`config.mk`:
```
export PLATFORM = sky130hd
export DESIGN_NAME = abh
export DESIGN_NICKNAME = d
export VERILOG_FILES = /design/src/rtl/abh.sv
export SDC_FILE = /design/constraint.sdc
export NUM_CORES = 1
export LEC_CHECK = 0
export CAP_MARGIN = 30
export CORE_MARGIN = 3
export CORE_UTILIZATION = 44
export DETAILED_ROUTE_END_ITERATION = 6
export HOLD_SLACK_MARGIN = 0.1
export PLACE_DENSITY = 0.76
export SLEW_MARGIN = 20
export SYNTH_ARGS = -nofsm -noshare
export SYNTH_HDL_FRONTEND = slang
export SYNTH_SLANG_ARGS = --single-unit
```
`constraint.sdc`:
```
create_clock -name clk -period 5.95 [get_ports clk]
set_input_delay 1.785 -clock clk [delete_from_list [all_inputs] [get_ports clk]]
set_output_delay 1.785 -clock clk [all_outputs]
set_load 0.005 [all_outputs]
```
`src/rtl/abh.sv`:
```
// abh: address-bus-high stage of the 65C02 datapath; drives ADH, holds ABH/PCH/AHH,
// and repairs deferred page crossings with a one-cycle FIX stall.
`default_nettype none

module abh #(
  parameter logic [7:0] RESET_ABH  = 8'hFF,
  parameter logic [7:0] STACK_PAGE = 8'h01
) (
  input  logic       clk,
  input  logic       RST,
  input  logic       CI,
  input  logic       pcl_co,
  input  logic [7:0] DB,
  input  logic [3:0] op,
  input  logic       ld_ahh,
  input  logic       ld_pc,
  output logic [7:0] ADH,
  output logic [7:0] ABH,
  output logic [7:0] PCH,
  output logic [7:0] AHH,
  output logic       fix
);

  typedef enum logic [0:0] {
    S_IDLE = 1'b0,
    S_FIX  = 1'b1
  } state_t;

  localparam logic [1:0] F_INC   = 2'b00;
  localparam logic [1:0] F_STACK = 2'b01;
  localparam logic [1:0] F_ADD   = 2'b10;
  localparam logic [1:0] F_DEFER = 2'b11;

  state_t     state_q, state_d;
  logic [7:0] abh_q, pch_q, ahh_q;
  logic       fix_q;
  logic [7:0] base_w;
  logic [7:0] adh_w;

  always_comb begin
    base_w = 8'h00;
    case (op[3:2])
      2'b00:   base_w = 8'h00;
      2'b01:   base_w = DB;
      2'b10:   base_w = ahh_q;
      default: base_w = pch_q;
    endcase
  end

  // In FIX the previous (uncorrected) high byte is bumped; op and CI are ignored.
  always_comb begin
    adh_w   = base_w;
    state_d = S_IDLE;
    if (state_q == S_FIX) begin
      adh_w = abh_q + 8'd1;
    end else begin
      case (op[1:0])
        F_INC:   adh_w = base_w + {7'd0, CI};
        F_STACK: adh_w = STACK_PAGE;
        F_ADD:   adh_w = base_w + abh_q + {7'd0, CI};
        F_DEFER: begin
          adh_w = base_w;
          if (CI) state_d = S_FIX;
        end
        default: adh_w = base_w;
      endcase
    end
  end

  always_ff @(posedge clk or posedge RST) begin
    if (RST) begin
      state_q <= S_IDLE;
      fix_q   <= 1'b0;
      abh_q   <= RESET_ABH;
      pch_q   <= 8'h00;
      ahh_q   <= 8'h00;
    end else begin
      state_q <= state_d;
      fix_q   <= (state_d == S_FIX);
      abh_q   <= adh_w;
      if (ld_ahh) ahh_q <= DB;
      // PCH follows the registered ABH, mirroring the low-stage PCL path.
      if (ld_pc) pch_q <= abh_q + {7'd0, pcl_co};
    end
  end

  assign ADH = adh_w;
  assign ABH = abh_q;
  assign PCH = pch_q;
  assign AHH = ahh_q;
  assign fix = fix_q;

endmodule

`default_nettype wire

```
==> results of run 1 <==
metal layers:
metal	up-vias	GRT usage [%]
li1	898	-
met1	859	28.9
met2	72	33.2
met3	15	3.72
met4	0	6.76
met5	-	0
final cells by class:
class | count | area share, %
Timing Repair Buffer | 89 | 27.5
Sequential cell | 25 | 22.1
Clock buffer | 4 | 1.57
Inverter | 8 | 1.05
Tap cell | 50 | 2.18
Multi-Input combinational cell | 158 | 45.6
cells in the mapped netlist (all sizes together), types with 4 or more instances:
cell type | n | area share [%]
dfrtp | 17 | 22
dfstp | 8 | 11
a22o | 6 | 2.9
and3 | 4 | 1.3
inv | 8 | 1.5
nor2 | 15 | 2.9
xnor2 | 12 | 5.4
o21ai | 6 | 1.5
buf | 6 | 3.0
xor2 | 8 | 3.6
clkbuf | 4 | 0.77
ha | 11 | 7.1
nand3 | 10 | 2.6
mux2 | 18 | 11
nand2 | 10 | 1.9
a21oi | 12 | 3.1
o211ai | 4 | 1.5
sequential cells by signal, summed over array words and instances (netlist names):
signal	count
fix	1
ABH	8
PCH	8
AHH	8
kinds of logic after synthesis:
kind of cell	count (synthesis)	synth area share, %
compound gates	47	16.9
xor+xnor	20	8.98
fa+ha+maj	13	9.11
buf+inv	18	5.26
flops	25	32.6
mux	21	12.1
simple gates	57	15.1
power groups by stage:
stage               sequential [mW]  clock (mW)  combinational, mW
floorplan                     0.251           0              0.196
global placement              0.265           0              0.366
detailed placement            0.264           0              0.370
CTS                           0.263       0.104              0.402
global route                  0.271       0.108              0.455
finish                        0.264       0.100              0.419
metrics by stage:
step	utilization [%]	power [mW]
floorplan	-	0.447
global placement	63.6	0.631
detailed placement	63.6	0.634
CTS	67.3	0.768
global route	69.3	0.834
finish	69.3	0.783
repair_timing:
item,in CTS,in global routing
gates resized for setup,46,11
pin swaps,19,8
endpoints found under the hold margin,0,0
setup buffers,9,4
setup endpoints to repair,8,6
gates cloned,0,0
worst paths after layout:
path	startpoint	to	slack (ps)	cells after the start
worst min register to register	AHH[5]	AHH[5]	540	1
min in group asynchronous	RST	AHH[0]	1790	2
max in group asynchronous	RST	ABH[5]	3660	3
worst max-delay path	op[2]	ADH[7]	-6	12
worst min-delay path	AHH[5]	AHH[5]	540	1
worst max register to register	AHH[0]	ABH[4]	3100	13
critical path: stages:
cell      delay, ps
buf_8            90
buf_6           110
mux2_2          340
a22o_4          240
ha_1            270
nor2b_2         160
o211ai_1        320
a21oi_2         120
nor4b_2         240
and3b_1         210
a22oi_2         150
buf_2           140
cell usage in the layout, fill, tap and decap left out, types with 6 or more instances in the layout:
master,instances
nand3_1,10
nor2_1,15
dfstp_2,8
buf_4,36
dfrtp_1,17
xor2_1,8
ha_1,9
mux2_2,16
inv_1,6
a21oi_1,10
nand2_1,10
clkdlybuf4s50_1,40
xnor2_1,12
==> results_dict.tcl, run 1 <==
set metrics [dict create \
    io_buffers 50 \
    maxSlewHeadroom_pct 63.3 \
    crit_fanout 5 \
    ys_seq_elements 25 \
    syn-num-nets 232 \
    power.switching_mw 0.274 \
    min_period_ps 5960 \
    core_area_um2 4140 \
    async_flop_share_pct 100 \
    wl_met3_um 286 \
    ys_types 46 \
    cp.required_ps 4160 \
    die_x_um 72.6 \
    wl_met2_um 2670 \
    grt_max_degree 26 \
    tightest_slew_ps 550 \
    synthFlopType "dfrtp_1" \
    irDropWorstVdd_mv 0.190 \
    hp-class "reg -> reg" \
    pre_cts_slack_ps -1090 \
    p_int_mw 0.509 \
    die_y_um 72.6 \
    clkTransAtPathRegs_ps 80 \
    drv_slew 0 \
    initial_utilization_pct 47.1 \
    grt_usage_pct 20.9 \
    worst_setup_path_start_kind "input pin" \
    route.detailed.drc 0 \
    place_hpwl_um 4170 \
    violations "setup timing" \
    die_area_um2 5270 \
    path_class "in -> out" \
    fin_area_um2 2870 \
    finClkSkew_ps 1.67 \
    synth_edf_count 0 \
    top_layer_used "met4" \
    hold_ws_ps 541 \
    seq_area_um2 636 \
    antenna_found_initial 0 \
    clock-sinks 25 \
    drt_wl_total_um 5500 \
    postPlaceCellArea_um2 2630 \
    syn_avg_cell_area_um2 9.70 \
    gp_congestion 0.923 \
    wl_met1_um 2410 \
    drt_pre_antenna_iters 4 \
    hold_violations 0 \
    dp.cells 316 \
    setup_viol 2 \
    cts-htree-levels 1 \
    grt_pass1_wl_um 8670 \
    setup_ws_ps -6.06 \
    viasPerCell 5.52 \
    wl_per_cell_um 16.5 \
    fmax_mhz 168 \
    final_cells 334 \
    area_growth_pct 47.1 \
    yosysSeqAreaShare_pct 32.6 \
    cts_buffer_depth 2 \
    root_buffer "clkbuf_8" \
    period_share_pct 100 \
    cp-end-kind "output pin" \
    p_per_area_nw_per_um2 273 \
    drive_gt1_share_pct 33.8 \
    rows 23 \
    rsz0062_at_grt "true" \
    antenna_cells 0 \
    vias 1844 \
    io_pins 51 \
    clkLatencyLatePin_ps 270 \
    power_frac_comb_pct 53.4 \
    ant_nets 0 \
    grt_overflow 0 \
    outcome "finished, violations left" \
    p_sw_share_pct 35.0 \
    crit_arrival_ps 4170 \
    cts_buffers 3 \
    hold_buffers 0 \
    tns_ps -11.3 \
    num-nets-final 316 \
    p_seq_share_pct 33.8 \
    multi_input_area_um2 1310 \
    cts_tree "done" \
    synth.cell_area_um2 1950 \
    grt_pass1_vias 1848 \
    syn-instance-count 201 \
    ys_warn_count 0 \
    max_cap_viol_count 0 \
    leakage_nw 1.24 \
    drt_iter0_drc 150 \
    num-fill-cells 335 \
    p_clk_share_pct 12.8 \
]
No activity file was read; power rests on OpenSTA's default activity.
==> run 2, diff against run 1 <==
--- a/config.mk
+++ b/config.mk
@@ -7,10 +7,10 @@
 export LEC_CHECK = 0
 export CAP_MARGIN = 30
 export CORE_MARGIN = 3
-export CORE_UTILIZATION = 44
+export CORE_UTILIZATION = 49
 export DETAILED_ROUTE_END_ITERATION = 6
 export HOLD_SLACK_MARGIN = 0.1
-export PLACE_DENSITY = 0.76
+export PLACE_DENSITY = 0.8
 export SLEW_MARGIN = 20
 export SYNTH_ARGS = -nofsm -noshare
 export SYNTH_HDL_FRONTEND = slang
==> constraint.sdc (replaced) <==
create_clock -name clk -period 6.4 [get_ports clk]
set_input_delay 1.92 -clock clk [delete_from_list [all_inputs] [get_ports clk]]
set_output_delay 1.92 -clock clk [all_outputs]
set_load 0.005 [all_outputs]
==> run 2 against run 1 <==
  * Global-route usage increased by 2.1 points
  * Critical endpoint is now ADH[4]
  * Clock power decreased by 6%
  * Design area decreased by 1.7%
  * Hold slack improved by 2.4 ps
  * The run now ends clean
  * Via count increased by 1.4%
  * Highest routed layer unchanged
  * Non-clock buffer count decreased by 4
==> results_dict.tcl, run 2 (synthesized netlist as in run 1, its figures left out) <==
set metrics [dict create \
    clock-sinks 25 \
    dp.cells 317 \
    drt_pre_antenna_iters 4 \
    hp-class "reg -> reg" \
    grt_max_degree 26 \
    grt_usage_pct 23.0 \
    die_area_um2 4770 \
    finClkSkew_ps 3.13 \
    crit_fanout 4 \
    root_buffer "clkbuf_8" \
    worstPathCellList "buf_6 > mux2_4 > a22oi_2 > fa_2 > inv_2 > fa_2 > a21o_1 > a21oi_2 > xor2_1 > o21ai_1 > and2_1 > a221o_1 > buf_2" \
    vias 1869 \
    worst_setup_path_start_kind "input pin" \
    grt_pass1_vias 1858 \
    mostFrequentLayoutCell "clkdlybuf4s50_1" \
    num-nets-final 312 \
    drt_iter0_drc 162 \
    drv_slew 0 \
    cp-end-kind "output pin" \
    gp_congestion 0.916 \
    p_per_area_nw_per_um2 257 \
    antenna_found_initial 0 \
    viasPerCell 5.70 \
    cts_buffers 3 \
    p_clk_share_pct 13.0 \
    pre_cts_slack_ps -979 \
    power.switching_mw 0.257 \
    grt_pass1_wl_um 8930 \
    cp.required_ps 4480 \
    power_mw 0.724 \
    final_cell_mix "40 x clkdlybuf4s50_1, 33 x buf_4, 17 x dfrtp_1" \
    wl_per_cell_um 17.1 \
    crit_slowest_cell "fa_2" \
    io_buffers 50 \
    area_growth_pct 44.7 \
    max_cap_viol_count 0 \
    min_delay_path_depth 1 \
    power_frac_comb_pct 53.0 \
    place_hpwl_um 4110 \
    outcome "finished clean" \
    p_sw_share_pct 35.5 \
    cts_buffer_depth 2 \
    rows 22 \
    path_class "in -> out" \
    critPathBufInv 3 \
    ant_nets 0 \
    p_int_mw 0.467 \
    drive_gt1_share_pct 30.7 \
    p_seq_share_pct 34.0 \
    irDropWorstVdd_mv 0.180 \
    antenna_cells 0 \
    hold_buffers 0 \
    tightest_slew_ps 592 \
    fmax_mhz 159 \
    io_pins 51 \
    period_share_pct 98.3 \
    reg2reg_depth 11 \
    cts_tree "done" \
    cts-htree-levels 1 \
    die_x_um 69.1 \
    grt_overflow 0 \
    clkLatencyLatePin_ps 270 \
    tns_ps 0 \
    hold_violations 0 \
    min_period_ps 6290 \
    clkTransAtPathRegs_ps 90 \
    die_y_um 69.1 \
    fin_util_pct 75.4 \
    route.detailed.drc 0 \
    final_cells 328 \
    critPathTopFamily "compound AO/OA/AOI/OAI gates" \
    setup_ws_ps 107 \
    leakage_nw 1.24 \
    core_area_um2 3740 \
    cpPeakStageDelay_ps 340 \
    initial_utilization_pct 52.1 \
    crit_cells 13 \
    cp_common_cell "fa_2" \
    num-fill-cells 295 \
    drt_wl_total_um 5610 \
    setup_viol 0 \
    maxSlewHeadroom_pct 60.5 \
    crit_arrival_ps 4370 \
]
## run 2: changes by cell type in the layout (fill, tap and decap cells not counted)
cell / previous run / this run
buf_4: 36 / 33
clkbuf_2: 4 / 1
clkdlybuf4s15_1: 0 / 2
dlymetal6s2s_1: 0 / 2
a22o_1: 2 / 3
a22o_4: 2 / 1
buf_16: 1 / 0
buf_2: 3 / 2
clkbuf_1: 1 / 0
clkinv_2: 0 / 1
ha_1: 9 / 10
ha_4: 2 / 1
inv_1: 6 / 7
inv_2: 2 / 1
## run 2: cell type report
type                            instances  area (um2)  share of cell area (%)
Inverter                                8        30.0                    1.06
Multi-Input combinational cell        158        1290                    45.6
Clock buffer                            3        41.3                    1.46
Clock inverter                          1        5.00                   0.177
Sequential cell                        25         636                    22.5
Tap cell                               48        60.1                    2.13
Timing Repair Buffer                   85         763                    27.0
## run 2: path summary, 6_finish.rpt
check	startpoint	endpoint	slack [ps]
min in group asynchronous	RST	AHH[0]	1970
worst max register to register	PCH[0]	ABH[4]	3720
max in group asynchronous	RST	ABH[5]	3880
worst min-delay path	AHH[5]	AHH[5]	540
worst max-delay path	op[2]	ADH[4]	110
worst min register to register	AHH[5]	AHH[5]	540
## run 2: power groups by stage
| stage | Combinational (mW) | Sequential, mW | Clock (mW) |
|---|---|---|---|
| finish | 0.384 | 0.246 | 0.0939 |
| global route | 0.417 | 0.253 | 0.105 |
| CTS | 0.359 | 0.245 | 0.0974 |
| detailed placement | 0.346 | 0.246 | 0 |
| global placement | 0.340 | 0.246 | 0 |
| floorplan | 0.182 | 0.234 | 0 |
## run 2: per-stage QoR
| stage | hold WS [ps] | cell area (um2) |
|---|---|---|
| 3_3_place_gp | 515 | 2650 |
| 6_report | 544 | 2820 |
| 4_1_cts | 545 | 2730 |
| 2_1_floorplan | 522 | 1950 |
| 3_5_place_dp | 524 | 2650 |
| 5_1_grt | 575 | 2820 |
## run 2: metal layers
metal,track usage [%],share of wire (%),vias up
met5,0,0,-
met4,4.99,1.6,0
met3,4.66,5.7,10
met2,39.8,51,64
met1,29.4,42,908
li1,-,-,887
## run 2: repair_timing
item	in CTS	in global routing
resized for setup	29	17
pin swaps	11	16
endpoints found under the setup margin	8	6
buffers inserted	2	4
